--- config.mk ---
export PLATFORM = sky130hd
export DESIGN_NAME = hwpe_ctrl_demux
export DESIGN_NICKNAME = d
export VERILOG_FILES = /design/src/rtl/hwpe_ctrl_demux.sv
export SDC_FILE = /design/constraint.sdc
export NUM_CORES = 1
export LEC_CHECK = 0
export CORE_AREA = 4 4 102 104
export CTS_BUF_LIST = sky130_fd_sc_hd__clkbuf_16
export DETAILED_ROUTE_END_ITERATION = 7
export DIE_AREA = 0 0 106 108
export PLACE_DENSITY_LB_ADDON = 0.1
export SLEW_MARGIN = 20
export SYNTH_ARGS = -nofsm -noshare
export SYNTH_HDL_FRONTEND = slang
export SYNTH_SLANG_ARGS = --single-unit
export TNS_END_PERCENT = 30
--- constraint.sdc ---
create_clock -name clk_i -period 4.7 [get_ports clk_i]
set_clock_uncertainty 0.2 [all_clocks]
set_input_delay 0.94 -clock clk_i [delete_from_list [all_inputs] [get_ports clk_i]]
set_output_delay 0.94 -clock clk_i [all_outputs]
set_load 0.01 [all_outputs]
--- src/rtl/hwpe_ctrl_demux.sv ---
// Address-decoding demux from one control port to NrTargets HWPE control slaves.
// An order FIFO of target indices keeps responses in request order; unmapped addresses hit an ERR pseudo-target.
module hwpe_ctrl_demux #(
    parameter int unsigned          NrTargets      = 2,
    parameter int unsigned          AddrWidth      = 32,
    parameter int unsigned          DataWidth      = 32,
    parameter logic [AddrWidth-1:0] BaseAddr       = 32'h0001_0000,
    parameter logic [AddrWidth-1:0] RegionSize     = 32'h100,
    parameter int unsigned          MaxOutstanding = 4,
    parameter int unsigned          NrCores        = 9,
    localparam int unsigned         StrbWidth      = DataWidth / 8,
    localparam int unsigned         OffWidth       = (RegionSize > 1) ? $clog2(RegionSize) : 1
) (
    input  logic                           clk_i,
    input  logic                           rst_i,
    input  logic                           req_valid_i,
    output logic                           req_ready_o,
    input  logic [AddrWidth-1:0]           req_addr_i,
    input  logic                           req_write_i,
    input  logic [DataWidth-1:0]           req_wdata_i,
    input  logic [StrbWidth-1:0]           req_strb_i,
    output logic                           rsp_valid_o,
    output logic [DataWidth-1:0]           rsp_rdata_o,
    output logic                           rsp_error_o,
    output logic [NrTargets-1:0]           tgt_req_valid_o,
    input  logic [NrTargets-1:0]           tgt_req_ready_i,
    output logic [OffWidth-1:0]            tgt_req_addr_o,
    output logic                           tgt_req_write_o,
    output logic [DataWidth-1:0]           tgt_req_wdata_o,
    output logic [StrbWidth-1:0]           tgt_req_strb_o,
    input  logic [NrTargets-1:0]           tgt_rsp_valid_i,
    input  logic [NrTargets*DataWidth-1:0] tgt_rsp_rdata_i,
    input  logic [NrTargets*NrCores-1:0]   tgt_evt_i,
    output logic [NrCores-1:0]             evt_o,
    output logic                           busy_o,
    output logic                           spurious_o
);

    localparam int unsigned IdxWidth = $clog2(NrTargets + 1);
    localparam int unsigned CntWidth = $clog2(MaxOutstanding + 1);
    localparam int unsigned PtrWidth = (MaxOutstanding > 1) ? $clog2(MaxOutstanding) : 1;
    localparam logic [IdxWidth-1:0]  ErrIdx  = IdxWidth'(NrTargets);
    localparam logic [CntWidth-1:0]  CntMax  = CntWidth'(MaxOutstanding);
    localparam logic [PtrWidth-1:0]  PtrLast = PtrWidth'(MaxOutstanding - 1);
    localparam logic [AddrWidth:0]   Span    = (AddrWidth + 1)'(NrTargets) * {1'b0, RegionSize};

    logic [IdxWidth-1:0]  fifo_q [MaxOutstanding];
    logic [IdxWidth-1:0]  fifo_d [MaxOutstanding];
    logic [PtrWidth-1:0]  wr_ptr_q, wr_ptr_d;
    logic [PtrWidth-1:0]  rd_ptr_q, rd_ptr_d;
    logic [CntWidth-1:0]  cnt_q, cnt_d;
    logic [IdxWidth-1:0]  last_idx_q, last_idx_d;
    logic                 rsp_valid_q, rsp_valid_d;
    logic [DataWidth-1:0] rsp_rdata_q, rsp_rdata_d;
    logic                 rsp_error_q, rsp_error_d;
    logic [NrCores-1:0]   evt_q, evt_d;
    logic                 spurious_q, spurious_d;

    logic [AddrWidth-1:0] addr_off;
    logic                 in_range;
    logic [IdxWidth-1:0]  dec_idx;
    logic [IdxWidth-1:0]  head_idx;
    logic                 fifo_empty;
    logic                 fifo_full;
    logic [NrTargets-1:0] head_mask;
    logic                 rsp_hit;
    logic [DataWidth-1:0] head_rdata;
    logic                 head_err;
    logic                 pop;
    logic                 allowed;
    logic                 push;

    always_comb begin
        addr_off = req_addr_i - BaseAddr;
        in_range = (req_addr_i >= BaseAddr) && ({1'b0, addr_off} < Span);
        dec_idx  = in_range ? IdxWidth'(addr_off >> OffWidth) : ErrIdx;
    end

    assign head_idx   = fifo_q[rd_ptr_q];
    assign fifo_empty = (cnt_q == '0);
    assign fifo_full  = (cnt_q == CntMax);

    // Only the head target may respond; the ERR head retires on its own.
    always_comb begin
        head_mask  = '0;
        rsp_hit    = 1'b0;
        head_rdata = '0;
        for (int unsigned t = 0; t < NrTargets; t++) begin
            if (!fifo_empty && (head_idx == IdxWidth'(t))) begin
                head_mask[t] = 1'b1;
                rsp_hit      = tgt_rsp_valid_i[t];
                head_rdata   = tgt_rsp_rdata_i[t*DataWidth +: DataWidth];
            end
        end
        head_err = !fifo_empty && (head_idx == ErrIdx);
        pop      = head_err || rsp_hit;
    end

    // A full FIFO still accepts when it pops in the same cycle.
    always_comb begin
        allowed         = !rst_i && (!fifo_full || pop) && (fifo_empty || (dec_idx == last_idx_q));
        tgt_req_valid_o = '0;
        req_ready_o     = 1'b0;
        if (dec_idx == ErrIdx) begin
            req_ready_o = allowed;
        end
        for (int unsigned t = 0; t < NrTargets; t++) begin
            if (dec_idx == IdxWidth'(t)) begin
                tgt_req_valid_o[t] = req_valid_i && allowed;
                req_ready_o        = tgt_req_ready_i[t] && allowed;
            end
        end
        push = req_valid_i && req_ready_o;
    end

    always_comb begin
        fifo_d     = fifo_q;
        wr_ptr_d   = wr_ptr_q;
        rd_ptr_d   = rd_ptr_q;
        cnt_d      = cnt_q;
        last_idx_d = last_idx_q;
        if (push) begin
            fifo_d[wr_ptr_q] = dec_idx;
            wr_ptr_d         = (wr_ptr_q == PtrLast) ? '0 : wr_ptr_q + PtrWidth'(1);
            last_idx_d       = dec_idx;
        end
        if (pop) begin
            rd_ptr_d = (rd_ptr_q == PtrLast) ? '0 : rd_ptr_q + PtrWidth'(1);
        end
        case ({push, pop})
            2'b10:   cnt_d = cnt_q + CntWidth'(1);
            2'b01:   cnt_d = cnt_q - CntWidth'(1);
            default: cnt_d = cnt_q;
        endcase
    end

    always_comb begin
        rsp_valid_d = pop;
        rsp_error_d = pop && head_err;
        rsp_rdata_d = (pop && !head_err) ? head_rdata : '0;
        spurious_d  = spurious_q || (|(tgt_rsp_valid_i & ~head_mask));
        evt_d       = '0;
        for (int unsigned t = 0; t < NrTargets; t++) begin
            evt_d = evt_d | tgt_evt_i[t*NrCores +: NrCores];
        end
    end

    always_ff @(posedge clk_i) begin
        if (rst_i) begin
            fifo_q      <= '{default: '0};
            wr_ptr_q    <= '0;
            rd_ptr_q    <= '0;
            cnt_q       <= '0;
            last_idx_q  <= '0;
            rsp_valid_q <= 1'b0;
            rsp_rdata_q <= '0;
            rsp_error_q <= 1'b0;
            evt_q       <= '0;
            spurious_q  <= 1'b0;
        end else begin
            fifo_q      <= fifo_d;
            wr_ptr_q    <= wr_ptr_d;
            rd_ptr_q    <= rd_ptr_d;
            cnt_q       <= cnt_d;
            last_idx_q  <= last_idx_d;
            rsp_valid_q <= rsp_valid_d;
            rsp_rdata_q <= rsp_rdata_d;
            rsp_error_q <= rsp_error_d;
            evt_q       <= evt_d;
            spurious_q  <= spurious_d;
        end
    end

    assign tgt_req_addr_o  = addr_off[OffWidth-1:0];
    assign tgt_req_write_o = req_write_i;
    assign tgt_req_wdata_o = req_wdata_i;
    assign tgt_req_strb_o  = req_strb_i;
    assign rsp_valid_o     = rsp_valid_q;
    assign rsp_rdata_o     = rsp_rdata_q;
    assign rsp_error_o     = rsp_error_q;
    assign evt_o           = evt_q;
    assign busy_o          = (cnt_q != '0);
    assign spurious_o      = spurious_q;

endmodule
==> results of run 1 <==
## power groups by stage
stage	Combinational, mW	Sequential, mW	Clock, mW
detailed placement	0.545	0.634	0
global route	0.598	0.632	0.689
finish	0.542	0.623	0.639
floorplan	0.298	0.650	0
CTS	0.548	0.623	0.667
global placement	0.542	0.633	0
## routing by layer
layer,GRT usage (%),up-vias,wire length (um)
met5,0,-,0
met4,6.48,0,138
met3,4.36,22,592
met2,22.9,109,3920
met1,16.9,1156,3500
li1,-,1299,-
## per-stage QoR
stage / power [mW] / cell area (um2) / cells
after CTS: 1.84 / 4740 / 580
final: 1.80 / 4750 / 580
after global placement: 1.17 / 4450 / 564
after detailed placement: 1.18 / 4450 / 564
after floorplan: 0.948 / 3050 / 324
after global routing: 1.92 / 4750 / 580
## state kept, by name (all words and copies together) (netlist names)
name,cells
evt_o,9
last_idx_q,2
spurious_o,1
rsp_error_o,1
rsp_rdata_o,32
rsp_valid_o,1
cnt_q,3
wr_ptr_q,2
rd_ptr_q,2
fifo_q,8
## layout make-up
| class | count | area share (%) |
|---|---|---|
| Tap cell | 133 | 3.51 |
| Multi-Input combinational cell | 196 | 29.4 |
| Clock buffer | 9 | 4.74 |
| Timing Repair Buffer | 165 | 34.5 |
| Inverter | 9 | 0.712 |
| Sequential cell | 61 | 25.7 |
| Clock inverter | 7 | 1.37 |
## cell usage in the layout (no fill, tap or decap), drive strengths merged, types with 3 or more instances in the layout
cell type	count
a21oi	9
a311oi	5
and4	4
buf	5
clkbuf	9
clkdlybuf4s50	160
clkinv	3
dfxtp	61
ha	6
inv	10
mux2i	40
nand2	10
nand2b	6
nand3	4
nor2	61
nor3	5
nor4	9
o21ai	5
xor2	4
## kinds of logic after synthesis
group	Yosys count	synth area share (%)
AND/OR/NAND/NOR	115	19.4
buffers and inverters	67	14.3
flip-flops	61	40.1
multiplexers	43	15.1
AO/OA/AOI/OAI	27	6.78
adder cells (fa/ha/maj)	7	3.12
XOR/XNOR	4	1.15
## worst reg2reg max path: cells and delay by family (launching register included)
family	cells	cell delay, ns
mux	1	0.60
compound gates	2	0.34
simple gates	4	0.87
buf+inv	2	0.12
xor+xnor	1	0.16
flops	1	0.44
fa+ha+maj	2	0.54
## path summary, 6_finish.rpt
kind / startpoint / to
setup / recovery: req_addr_i[16] / tgt_req_valid_o[1]
hold / removal: fifo_q[6]$_SDFFE_PP0P_ / fifo_q[6]$_SDFFE_PP0P_
setup reg to reg: rd_ptr_q[0]$_SDFFE_PP0P_ / cnt_q[2]$_SDFFE_PP0P_
hold reg to reg: fifo_q[6]$_SDFFE_PP0P_ / fifo_q[6]$_SDFFE_PP0P_
==> results.md, run 1 <==
* Endpoints failing hold at 0
* First-pass GRT wire length at 12.7 mm
* Final wirelength at roughly 8.1 mm
* Levels on crit path at 8
* Core area at between 9000 and 10000 um2
* Delay-heaviest family, CP: simple AND/OR/NAND/NOR gates
* WP data arrival at between 3 and 4 ns
* Hold WS at roughly 0.28 ns
* DP Worst Slack at between 0.08 and 0.09 ns
* Final setup viols at 0
* Initial antenna violation count at 0
* Hold path cells at 2
* Crit. End Element: output pin
* P per Cell Area at 380 nW/um2
* Switching pwr at ~520 uW
* Clock-pin slew on the worst setup and hold paths at 0.05 ns
* Fmax at between 200 and 250 MHz
* Worst slew pin tran at between 0.5 and 0.6 ns
* Clk pwr share at between 30% and 40%
* Routed len/inst at between 10 and 15 um
* Starting DRT DRC Count at 96
* Clk sinks at 61
* Fill cells at a little over 900
* Synth unique cells at 43
* CP max-delay cell: clkdlybuf4s50_1
* Avg Vias per Cell at 4.46
* Nets at ~600
* Post-route antenna net violation count at 0
* Fin crit share at 96.7%
* Port buffer count at 160
* Dominant cell type by area after synthesis: dfxtp_1
* Antenna diodes at 0
* Register area at roughly 1200 um2
* Die Area at between 10000 and 15000 um2
* Switching Share at around 29%
* List of most frequent post-synthesis cells: dfxtp_1 (61), nor2_1 (61), buf_4 (45), mux2i_1 (40), nand2_1 (10)
* Multi-input logic area at approximately 1400 um2
* Avg Synthesized Cell Area at 9.40 um2
* Chip height at 108 um
* Seq/Total Area, Yosys at approximately two fifths
* Sequential share of power at between 30% and 40%
* CP max FO at 5
* Vias in the first global route at about 2500
* Area growth syn-to-layout at 55.8%
* Share of post-route cells with drive strength above 1 at about 6.7%
* Area contributors post-synth: dfxtp_1 (40%), mux2i_1 (13%), buf_4 (11%)
* FF-to-FF path depth at 12
* Largest net degree at the start of global routing at 38
* Final Util at 49.7%
* CP bufs+invs at 2
* Int Pwr at approximately 1.3 mW
* Final GP Congestion at approximately 0.76
* Worst Path Class, Setup: input port to output pin
* Max incr delay on CP at 0.48 ns
* CTS buffer count at 9
* Rows at 36
* Residual DRC at 0
* Initial Utilization at approximately a third
* Post-CTS sizing at 0
* LEAKAGE at ~1.7 nW
* Startpoint class of the critical path: input port
* Hold-fix buffers at CTS at 0
* Synth Instances at between 300 and 400
* Ports at between 200 and 300
* Vias at approximately 2600
* Pins Over Slew Limit at 0
* Max-Cap Viols at 0
* Ys Warns at 0
* Post-CTS setup buffer count at 0
* Final min period at 4.54 ns
* CTS Root Cell: clkbuf_16
* CTS H-tree depth at 3
* WP data required at between 3 and 4 ns
* Worst path cell trace: clkdlybuf4s50_1 -> nor3b_1 -> o21ai_1 -> nor4_4 -> mux2_4 -> nor2b_1 -> and3_1 -> clkdlybuf4s50_1
* Yosys reg bits at roughly 60
* DR pass1 iterations at 4
* Total gr overflow at 0
* Final worst-path setup slack at ~0.16 ns
* Clk Latency, worst-skew pair at 0.32 ns
* Peak VDD IR at 0.000192 V
* RSZ-0062 raised after global routing: false
* Mapped Nets at 489
* Combinational share of power at a little under a third
* Post-synth EDFFs at 0
* R2r setup slk at between 1 and 1.5 ns
* Dpl hpwl at around 6.3 mm
* Main synth FF type: dfxtp_1
* CP most frequent cell: clkdlybuf4s50_1
* Clock Tree Buf Depth at 2
* Die X-Extent at 106 um
* TritonCTS clock tree: yes
* Cell Area, Synth at ~3000 um2
* Share of the synthesized area in the top cell type at roughly two fifths
* Setup Total Neg Slack at 0 ns
* Total GRT Usage at between 10 and 15%
* Outcome: completed
* Post-synth ARST share at 0%
* Hold Path Class: flop to flop
* Relative slew slack at between 60% and 70%
Power figures use the tool's default switching activity.
==> run 2, diff against run 1 <==
--- a/config.mk
+++ b/config.mk
@@ -10,6 +10,7 @@
 export DETAILED_ROUTE_END_ITERATION = 7
 export DIE_AREA = 0 0 106 108
 export PLACE_DENSITY_LB_ADDON = 0.1
+export SKIP_LAST_GASP = 1
 export SLEW_MARGIN = 20
 export SYNTH_ARGS = -nofsm -noshare
 export SYNTH_HDL_FRONTEND = slang
==> results of run 2 <==
Final layout, timing and power as in run 1 (identical DEF).
==> run 3, diff against run 2 <==
--- a/config.mk
+++ b/config.mk
@@ -5,6 +5,7 @@
 export SDC_FILE = /design/constraint.sdc
 export NUM_CORES = 1
 export LEC_CHECK = 0
+export ABC_CLOCK_PERIOD_IN_PS = 4700
 export CORE_AREA = 4 4 102 104
 export CTS_BUF_LIST = sky130_fd_sc_hd__clkbuf_16
 export DETAILED_ROUTE_END_ITERATION = 7
==> results of run 3 <==
Final layout, timing and power as in run 1 (identical DEF).
